$ cat src/rtl/aud_pkg.sv
// Shared types and defaults for the audio player stream.
//   aud_mode_e     : serial framing (I2S with one-bit delay, or left-justified)
//   player_state_e : serializer FSM states
//   AUD_*_DEF      : default parameter values
package aud_pkg;

  typedef enum logic {
    AUD_I2S = 1'b0,
    AUD_LJ  = 1'b1
  } aud_mode_e;

  typedef enum logic [2:0] {
    ST_IDLE,
    ST_WAIT_L,
    ST_DELAY,
    ST_SHIFT,
    ST_PAD
  } player_state_e;

  localparam int unsigned AUD_DATA_W_DEF     = 16;
  localparam int unsigned AUD_FIFO_DEPTH_DEF = 4;
  localparam int unsigned AUD_CNT_W_DEF      = 16;

endpackage

$ cat src/rtl/aud_sample_fifo.sv
// Synchronous show-ahead FIFO for packed stereo pairs.
//   clk, rst        : clock, synchronous active-high reset
//   push, wr_data   : write request (ignored when full)
//   pop, rd_data    : read request (ignored when empty); rd_data shows the head
//   full, empty     : occupancy flags
//   level           : current number of entries
module aud_sample_fifo #(
  parameter int unsigned WIDTH = 32,
  parameter int unsigned DEPTH = 4
) (
  input  logic                   clk,
  input  logic                   rst,
  input  logic                   push,
  input  logic [WIDTH-1:0]       wr_data,
  input  logic                   pop,
  output logic [WIDTH-1:0]       rd_data,
  output logic                   full,
  output logic                   empty,
  output logic [$clog2(DEPTH):0] level
);

  localparam int unsigned AW = $clog2(DEPTH);

  logic [WIDTH-1:0] mem [DEPTH];
  logic [AW-1:0]    wr_ptr;
  logic [AW-1:0]    rd_ptr;
  logic             do_push;
  logic             do_pop;

  always_comb begin
    full    = (level == (AW+1)'(DEPTH));
    empty   = (level == '0);
    do_push = push && !full;
    do_pop  = pop && !empty;
    rd_data = mem[rd_ptr];
  end

  always_ff @(posedge clk) begin
    if (do_push) mem[wr_ptr] <= wr_data;
  end

  always_ff @(posedge clk) begin
    if (rst) begin
      wr_ptr <= '0;
      rd_ptr <= '0;
      level  <= '0;
    end else begin
      if (do_push) wr_ptr <= wr_ptr + 1'b1;
      if (do_pop)  rd_ptr <= rd_ptr + 1'b1;
      case ({do_push, do_pop})
        2'b10:   level <= level + 1'b1;
        2'b01:   level <= level - 1'b1;
        default: ;
      endcase
    end
  end

endmodule

$ cat src/rtl/aud_player_stream.sv
// Stereo sample stream to WM8731 DACDAT serializer, BCLK domain.
//   i_bclk, i_rst          : bit clock, synchronous active-high reset
//   i_daclrck              : codec LR clock (0 = left, 1 = right)
//   i_en, i_mode           : playback enable; framing (0 I2S, 1 left-justified)
//   i_valid/o_ready        : sample-pair stream handshake, i_data_l/i_data_r
//   o_aud_dacdat           : registered serial data, MSB first
//   o_fifo_level           : FIFO occupancy
//   o_underrun_cnt         : left frames started with an empty FIFO (saturating)
//   o_short_cnt            : half-frames cut before all bits were sent (saturating)
module aud_player_stream
  import aud_pkg::*;
#(
  parameter int unsigned DATA_W     = AUD_DATA_W_DEF,
  parameter int unsigned FIFO_DEPTH = AUD_FIFO_DEPTH_DEF,
  parameter int unsigned CNT_W      = AUD_CNT_W_DEF
) (
  input  logic                          i_bclk,
  input  logic                          i_rst,
  input  logic                          i_daclrck,
  input  logic                          i_en,
  input  logic                          i_mode,
  input  logic                          i_valid,
  output logic                          o_ready,
  input  logic [DATA_W-1:0]             i_data_l,
  input  logic [DATA_W-1:0]             i_data_r,
  output logic                          o_aud_dacdat,
  output logic [$clog2(FIFO_DEPTH):0]   o_fifo_level,
  output logic [CNT_W-1:0]              o_underrun_cnt,
  output logic [CNT_W-1:0]              o_short_cnt
);

  localparam int unsigned BCNT_W = $clog2(DATA_W + 1);

  player_state_e       state;
  aud_mode_e           mode_q;
  aud_mode_e           start_mode;
  logic                lrck_d;
  logic                left_edge, right_edge, any_edge;
  logic                active;
  logic                push, pop;
  logic                fifo_full, fifo_empty;
  logic [2*DATA_W-1:0] fifo_rd;
  logic [DATA_W-1:0]   pop_l, pop_r;
  logic [DATA_W-1:0]   hold_r;
  logic [DATA_W-1:0]   sreg;
  logic [DATA_W-1:0]   start_sample;
  logic [BCNT_W-1:0]   bits_left;
  logic                start_half, go_idle, short_evt, underrun_evt;

  aud_sample_fifo #(
    .WIDTH (2 * DATA_W),
    .DEPTH (FIFO_DEPTH)
  ) u_fifo (
    .clk     (i_bclk),
    .rst     (i_rst),
    .push    (push),
    .wr_data ({i_data_l, i_data_r}),
    .pop     (pop),
    .rd_data (fifo_rd),
    .full    (fifo_full),
    .empty   (fifo_empty),
    .level   (o_fifo_level)
  );

  always_comb begin
    left_edge    = lrck_d & ~i_daclrck;
    right_edge   = ~lrck_d & i_daclrck;
    any_edge     = left_edge | right_edge;
    active       = state inside {ST_DELAY, ST_SHIFT, ST_PAD};
    o_ready      = !fifo_full;
    push         = i_valid && !fifo_full;
    // A left edge pops whenever enabled and out of IDLE (WAIT_L or playing).
    pop          = left_edge && i_en && (state != ST_IDLE);
    underrun_evt = pop && fifo_empty;
    pop_l        = fifo_empty ? '0 : fifo_rd[2*DATA_W-1:DATA_W];
    pop_r        = fifo_empty ? '0 : fifo_rd[DATA_W-1:0];
    // Right half always completes once a left half has started, even if
    // i_en dropped; the enable is only honoured at left edges.
    start_half   = pop || (active && right_edge);
    go_idle      = !i_en && ((state == ST_WAIT_L) || (active && left_edge));
    start_mode   = left_edge ? aud_mode_e'(i_mode) : mode_q;
    start_sample = left_edge ? pop_l : hold_r;
    short_evt    = any_edge && ((state == ST_DELAY) || (state == ST_SHIFT));
  end

  always_ff @(posedge i_bclk) begin
    if (i_rst) begin
      state          <= ST_IDLE;
      mode_q         <= AUD_I2S;
      lrck_d         <= 1'b0;
      o_aud_dacdat   <= 1'b0;
      sreg           <= '0;
      bits_left      <= '0;
      hold_r         <= '0;
      o_underrun_cnt <= '0;
      o_short_cnt    <= '0;
    end else begin
      lrck_d <= i_daclrck;
      if (underrun_evt && !(&o_underrun_cnt)) o_underrun_cnt <= o_underrun_cnt + 1'b1;
      if (short_evt && !(&o_short_cnt))       o_short_cnt    <= o_short_cnt + 1'b1;

      if (start_half) begin
        if (left_edge) begin
          mode_q <= start_mode;
          hold_r <= pop_r;
        end
        if (start_mode == AUD_LJ) begin
          // MSB leaves on the edge cycle; the rest shift out from SHIFT.
          o_aud_dacdat <= start_sample[DATA_W-1];
          sreg         <= start_sample << 1;
          bits_left    <= BCNT_W'(DATA_W - 1);
          state        <= ST_SHIFT;
        end else begin
          o_aud_dacdat <= 1'b0;
          sreg         <= start_sample;
          bits_left    <= BCNT_W'(DATA_W);
          state        <= ST_DELAY;
        end
      end else if (go_idle) begin
        o_aud_dacdat <= 1'b0;
        state        <= ST_IDLE;
      end else begin
        unique case (state)
          ST_IDLE: begin
            o_aud_dacdat <= 1'b0;
            if (i_en) state <= ST_WAIT_L;
          end
          ST_WAIT_L, ST_PAD: o_aud_dacdat <= 1'b0;
          ST_DELAY, ST_SHIFT: begin
            o_aud_dacdat <= sreg[DATA_W-1];
            sreg         <= sreg << 1;
            bits_left    <= bits_left - 1'b1;
            state        <= (bits_left == BCNT_W'(1)) ? ST_PAD : ST_SHIFT;
          end
          default: state <= ST_IDLE;
        endcase
      end
    end
  end

endmodule

$ cat config.mk
export PLATFORM = sky130hd
export DESIGN_NAME = aud_player_stream
export DESIGN_NICKNAME = d
export VERILOG_FILES = /design/src/rtl/aud_pkg.sv /design/src/rtl/aud_sample_fifo.sv /design/src/rtl/aud_player_stream.sv
export SDC_FILE = /design/constraint.sdc
export NUM_CORES = 1
export LEC_CHECK = 0
export CAP_MARGIN = 20
export CORE_ASPECT_RATIO = 2
export CORE_MARGIN = 8
export CORE_UTILIZATION = 57
export DETAILED_ROUTE_END_ITERATION = 12
export PLACE_DENSITY = 0.83
export SETUP_SLACK_MARGIN = 0.02
export SYNTH_ARGS = -nofsm -noshare
export SYNTH_HDL_FRONTEND = slang
export SYNTH_HIERARCHICAL = 1
export SYNTH_SLANG_ARGS = --single-unit
$ cat constraint.sdc
create_clock -name i_bclk -period 3.5 [get_ports i_bclk]
set_input_delay 0.7 -clock i_bclk [delete_from_list [all_inputs] [get_ports i_bclk]]
set_output_delay 0.7 -clock i_bclk [all_outputs]
set_load 0.1 [all_outputs]
After elaboration in Yosys (flattened, before gate mapping)
Memory sizes are Yosys's and may differ from the RTL's. A register that Yosys moved wholly into a read port is not among the register bits.
Index checks and enable logic that the tools add are counted.
{ "totals": {"word_cells": 98, "ff_bits": 82, "mem_bits_rw": 128, "in_bits": 38, "out_inout_bits": 37, "n_memories": 1} }
{ "mem_list": {"columns": ["memory", "words", "width", "read_ports", "rd_ports_with_merged_regs", "write_ports", "line", "source"], "rows": [
  ["u_fifo.mem", 4, 32, 1, 1, 1, "aud_sample_fifo.sv:24", "logic [WIDTH-1:0] mem [DEPTH];"]
]} }
{ "op_classes": {"n_reduce_logical": 35, "muxes": 27, "eq_ne": 11, "addsub": 7, "n_bitwise": 5} }
{ "ops": {"columns": ["operator", "n"], "rows": [
  ["$mux W16", 7],
  ["$add A16 B1 Y16 const B", 2],
  ["$reduce_and A16 Y1", 2],
  ["$mux W5", 4],
  ["$logic_and A1 B1 Y1", 12],
  ["$mux W3", 4],
  ["$pmux W3 S3", 1],
  ["$mux W1", 7],
  ["$eq A3 B2 Y1 const B", 2],
  ["$eq A3 B3 Y1 const B", 2],
  ["$logic_not A3 Y1", 2],
  ["$pmux W3 S2", 1],
  ["$reduce_and A2 Y1", 3],
  ["$reduce_bool A3 Y1", 2],
  ["$eq A5 B1 Y1 const B", 1],
  ["$logic_not A1 Y1", 5],
  ["$sub A5 B1 Y5 const B", 1],
  ["$add A2 B1 Y2 const B", 2],
  ["$mux W2", 2],
  ["$ne A4 B4 Y1 const B", 1],
  ["$reduce_bool A2 Y1", 2],
  ["$reduce_bool A4 Y1", 1],
  ["$reduce_or A2 Y1", 2],
  ["$add A3 B1 Y3 const B", 1],
  ["other kinds (12)", 16]
]} }

Logic depth before layout (Yosys ltp)
{ "logic_depth": {"word_depth": 7, "mapped_depth": 13, "mapped_depth_nobuf": 12} }

Hierarchy
The synthesis kept the hierarchy.
{ "by_module_without_submodules": {"columns": ["module", "seq_area_each_um2", "n_inst", "cells_each", "area_per_inst_um2"], "rows": [
  ["aud_sample_fifo", 4023.9, 1, 221, 5146.2],
  ["aud_player_stream", 1501.4, 1, 499, 4385.5]
]} }

Worst setup path before layout
OpenSTA, ideal clock, no wires.
{ "synth_path": {"kind": "reg2reg", "startpoint": "reg u_fifo.level[2]", "endpoint": "reg u_fifo.level[2]", "setup_ps": 70, "required_time_ps": 3430, "setup_slack_ps": 577, "synth_period_minus_slack_ps": 2923, "arrival_ps": 2853, "stages_incl_launch_ff": 12, "path_buffers": 0, "path_cell_list": "dfxtp_1 nor3b_2 nor2b_1 inv_1 nor2_2 inv_1 ha_1 inv_1 fa_1 xor2_1 or3_1 a21oi_1"} }
{ "synth_via": {"elab_chain_len": 6, "elab_cells_between_ends": 13, "cone_classes": "add/sub: 2; eq/ne: 3; mux: 1; reduce/logical: 7"} }
{ "synth_lines": {"columns": ["item", "line", "source"], "rows": [
  ["start, declared", "aud_sample_fifo.sv:19", "output logic [$clog2(DEPTH):0] level"],
  ["start signal, assigned", "aud_sample_fifo.sv:51", "2'b10: level <= level + 1'b1;"],
  ["start signal, assigned", "aud_sample_fifo.sv:52", "2'b01: level <= level - 1'b1;"],
  ["$eq A3 B3 Y1 *", "aud_sample_fifo.sv:31", "full = (level == (AW+1)'(DEPTH));"],
  ["named net fifo_full", "aud_player_stream.sv:41", "logic fifo_full, fifo_empty;"],
  ["$logic_not A1 Y1 *", "aud_player_stream.sv:71", "push = i_valid && !fifo_full;"],
  ["$logic_and A1 B1 Y1 *", "aud_player_stream.sv:71", null],
  ["named net push", "aud_player_stream.sv:40", "logic push, pop;"],
  ["$logic_and A1 B1 Y1 *", "aud_sample_fifo.sv:33", "do_push = push && !full;"],
  ["$eq A2 B1 Y1 / $eq A2 B2 Y1 (equally long branches)", "aud_sample_fifo.sv:50", "case ({do_push, do_pop})"],
  ["$pmux W3 S2 / $reduce_bool A2 Y1 (equally long branches)", null, null]
]} }
Mark *: on every way through the listed nets, which the timed path passes. The rest lies on a longest branch.
A chain may end at the register's enable or synchronous reset.

Final worst setup path
{ "layout_path": {"startpoint": "reg u_fifo.level[2]", "endpoint": "out o_ready"} }
{ "layout_via": {"elab_chain_len": 2} }
{ "layout_lines": {"columns": ["item", "line", "source"], "rows": [
  ["$eq A3 B3 Y1", "aud_sample_fifo.sv:31", null],
  ["named net fifo_full", "aud_player_stream.sv:41", null],
  ["$logic_not A1 Y1", "aud_player_stream.sv:70", "o_ready = !fifo_full;"],
  ["end, declared", "aud_player_stream.sv:23", "output logic o_ready,"]
]} }
The timed path passes the listed nets, and every way through them passes these cells.

==> results.sh <==
export IMPL_worst_pin_slew_ns=0.995
export IMPL_initial_core_util_pct=57.4
export IMPL_finalNetCount=836
export IMPL_clock_latency_ns=0.49
export IMPL_drt_iter0_drc=402
export IMPL_fillers=1193
export IMPL_io_pins=75
export IMPL_coreArea_sq_um=16600
export IMPL_drt_vias_per_instance=6.27
export IMPL_synthArstFlopShare_pct=0
export IMPL_hold_path_endpoint="hold_r[15]"
export IMPL_p_clk_share_pct=39.2
export IMPL_crit_fanout=6
export IMPL_final_layout_size_suffix_gt1_share_pct=16.0
export IMPL_cp_data_required_time_ns=2.80
export IMPL_crit_type="flip-flop to output pin"
export IMPL_p_comb_share_pct=7.1
export IMPL_hold_viol_final=0
export IMPL_placed_cell_area_sq_um=10300
export IMPL_syn_instance_count=720
export IMPL_report_final_slew_viol_count=0
export IMPL_cts_tree="built"
export IMPL_switching_share_pct=21.5
export IMPL_hpwl_mm=13.0
export IMPL_fmax_mhz=328
export IMPL_ant_nets=0
export IMPL_critPathCaptureType="output pin"
export IMPL_seqPwrFrac_pct=53.6
export IMPL_drc=0
export IMPL_clock_sinks=212
export IMPL_die_area_sq_um=21400
export IMPL_post_place_ws_ns=0.321
export IMPL_outcome="finished, final reports clean"
export IMPL_hold_depth=2
export IMPL_numCtsBuffers=19
export IMPL_grt_pass1_vias=6297
export IMPL_cts_htree_levels=1
export IMPL_p_sw_mw=1.11
export IMPL_grt_max_degree=45
export IMPL_power_mw=5.16
export IMPL_synth_cell_types=74
export IMPL_cap_violations=0
export IMPL_cts_resized_gates=0
export IMPL_design_area_sq_um=10900
export IMPL_syn_area_sq_um=9530
export IMPL_synth_edff_count=128
export IMPL_setup_viol=0
export IMPL_post_cts_setup_buffers=0
export IMPL_synth_nets=770
export IMPL_internal_power_mw=4.05
export IMPL_yosysSeqAreaShare_pct=58.0
export IMPL_clk_path_buf_depth=3
export IMPL_grt_antenna_before_repair=0
export IMPL_critical_path_startpoint_type="flip-flop"
export IMPL_setup_ws_ns=0.448
export IMPL_ys_ff_latch=212
export IMPL_ys_warn_count=6
export IMPL_r2r_end="u_fifo/level[2]"
export IMPL_grt_first_pass_wirelength_mm=32.1
export IMPL_fin_crit_sh_pct=87.2
export IMPL_grt_overflow=0
export IMPL_hp_class="flip-flop to flip-flop"
export IMPL_fin_tns_setup_ns=0
export IMPL_ir_worst_vdd_v=0.000505
export IMPL_dieWidth_um=107
export IMPL_gp_congestion=0.816
export IMPL_maxSlewHeadroom_pct=33.4
export IMPL_die_h_um=199
export IMPL_diodes=0
export IMPL_p_per_area_nw_per_um2=472
export IMPL_synth_flop_cell="edfxtp_1"
export IMPL_critPathArrivalTime_ns=2.35
export IMPL_r2r_start="state[2]"
export IMPL_vias=6305
export IMPL_clock_root_buffer="clkbuf_16"
export IMPL_holdBufCountCts=0
export IMPL_whs_ns=0.466
export IMPL_worstHoldStart="hold_r[15]"
export IMPL_finalCriticalPeriod_ns=3.05
export IMPL_rows=67
export IMPL_syn2layout_area_growth_pct=14.8
export IMPL_port_buffers=74
export IMPL_synth_area_per_cell_sq_um=13.2
export IMPL_finClkSkew_ns=0.0177
export IMPL_rsz0062_at_grt="false"
export IMPL_clkTransAtPathRegs_ns=0.06
export IMPL_wl_per_cell_um=19.9
export IMPL_wirelength_mm=20.0
export IMPL_grt_use_total_pct=18.8
export IMPL_r2r_setup_slack_ns=0.88
export IMPL_drt_pass1_iterations=5
export IMPL_power_leakage_nw=3.60
export IMPL_rr_worst_depth=10
## per-layer routing
layer  routed length [um]  global-route usage [%]
met1                 7750                    22.1
met3                 1080                    2.82
met5                    0                       0
met2                10700                    33.9
met4                  461                    6.52
## cell type report
class	count	area [sq um]	area share, %
clock buffers	30	557	5.09
clock inverters	4	47.5	0.435
inverters	20	75.1	0.686
multi-input cells	440	3630	33.2
flip-flops and latches	212	5530	50.5
well taps	207	259	2.37
repair buffers	93	846	7.73
## cell families (layout without fill, tap and decap cells)
family                   Yosys count  in the layout  share of synthesized area [%]
XOR/XNOR                           7              7                          0.643
flip-flops                       212            212                           58.0
AO/OA/AOI/OAI                    143            143                           11.9
multiplexers                      67             67                           11.6
buffers and inverters             68            147                           3.98
AND/OR/NAND/NOR                  211            211                           12.2
adder cells (fa/ha/maj)           12             12                           1.65
## cells in the mapped netlist, types with 2 or more instances
master      n  area share [%]
a311oi_2    5            0.79
a221oi_1   26             2.4
nand3b_1   16             1.3
ha_1       11             1.4
dfxtp_1    84              18
nand3_1    12            0.63
and3_1      6            0.39
o41ai_1     4            0.37
a22oi_1     2            0.16
nand2_1    70             2.8
mux4_1      2            0.55
clkbuf_2    2            0.11
a311oi_1    9            0.83
nor2b_1    18             1.2
and4_1      2            0.18
nor4_1      6            0.39
o311ai_0    4            0.37
edfxtp_1  128              40
mux2_2     12             1.4
mux4_2     31             7.3
inv_1      19            0.75
o31ai_1     9            0.71
xor2_1      6            0.55
o21a_1      2            0.16
or4_1       9            0.71
nor3_1      2            0.11
or3_1       9            0.59
o211a_1     2            0.21
clkbuf_1   20            0.79
buf_2      13            0.68
nand4_1    13            0.85
a211oi_1    8            0.63
a21oi_1    35             1.8
nor2_1     23            0.91
a211o_1     2            0.18
buf_12      3            0.63
o21ai_0     8            0.42
buf_6       4            0.47
mux2i_1    21             2.2
o2bb2a_1   13             1.4
nand2b_1    5            0.33
buf_4       4            0.32
and2_1      9            0.59
## sequential cells by signal, summed over array words and instances, names as in the netlist, named ones only
register / flops
o_short_cnt: 16
bits_left: 5
sreg: 16
u_fifo/level: 3
o_aud_dacdat: 1
lrck_d: 1
u_fifo/rd_ptr: 2
u_fifo/mem: 128
state: 3
mode_q: 1
o_underrun_cnt: 16
hold_r: 16
u_fifo/wr_ptr: 2
## how the worst max path moves through the flow
stage | start | end | slack [ns] | depth (start not counted)
2_1_floorplan | u_fifo/level[2] | u_fifo/level[2] | 0.58 | 11
6_report | u_fifo/level[2] | o_ready | 0.45 | 3
3_5_place_dp | i_daclrck | u_fifo/level[2] | 0.32 | 13
3_3_place_gp | i_daclrck | u_fifo/level[2] | 0.42 | 13
5_1_grt | u_fifo/level[2] | o_ready | 0.36 | 3
4_1_cts | u_fifo/level[2] | o_ready | 0.42 | 3
## cell usage in the layout, fill, tap and decap left out, types with 8 or more instances in the layout
| cell type | Yosys | final |
|---|---|---|
| o31ai_1 | 9 | 9 |
| clkdlybuf4s50_1 | 0 | 55 |
| mux4_2 | 31 | 31 |
| nand3b_1 | 16 | 16 |
| o2bb2a_1 | 13 | 13 |
| dfxtp_1 | 84 | 83 |
| o21ai_0 | 8 | 8 |
| clkbuf_16 | 0 | 19 |
| or4_1 | 9 | 9 |
| edfxtp_1 | 128 | 128 |
| nand2_1 | 70 | 70 |
| inv_1 | 19 | 19 |
| a211oi_1 | 8 | 8 |
| a21oi_1 | 35 | 35 |
| buf_4 | 4 | 36 |
| and2_1 | 9 | 9 |
| mux2i_1 | 21 | 21 |
| or3_1 | 9 | 9 |
| nand4_1 | 13 | 13 |
| ha_1 | 11 | 11 |
| a311oi_1 | 9 | 9 |
| mux2_2 | 12 | 12 |
| nor2_1 | 23 | 23 |
| nor2b_1 | 18 | 18 |
| a221oi_1 | 26 | 26 |
| nand3_1 | 12 | 12 |
## power by group through the flow
stage | Sequential [mW] | Combinational (mW) | Clock (mW)
2_1_floorplan | 2.83 | 0.218 | 0
3_3_place_gp | 2.81 | 0.355 | 0
3_5_place_dp | 2.82 | 0.369 | 0
4_1_cts | 2.77 | 0.371 | 2.07
5_1_grt | 2.77 | 0.398 | 2.16
6_report | 2.77 | 0.369 | 2.03
## through the flow
step | instances | util [%]
global placement | 972 | 62.3
CTS | 1006 | 65.9
global route | 1006 | 65.9
detailed placement | 972 | 62.3
finish | 1006 | 65.9
floorplan | 720 | -
## worst max-delay path, cell delays in order, from the launching register on
cell	delay [ns]
dfxtp_1	0.45
nor3b_2	0.37
inv_1	0.07
clkdlybuf4s50_1	0.97
Power figures use the tool's default switching activity.
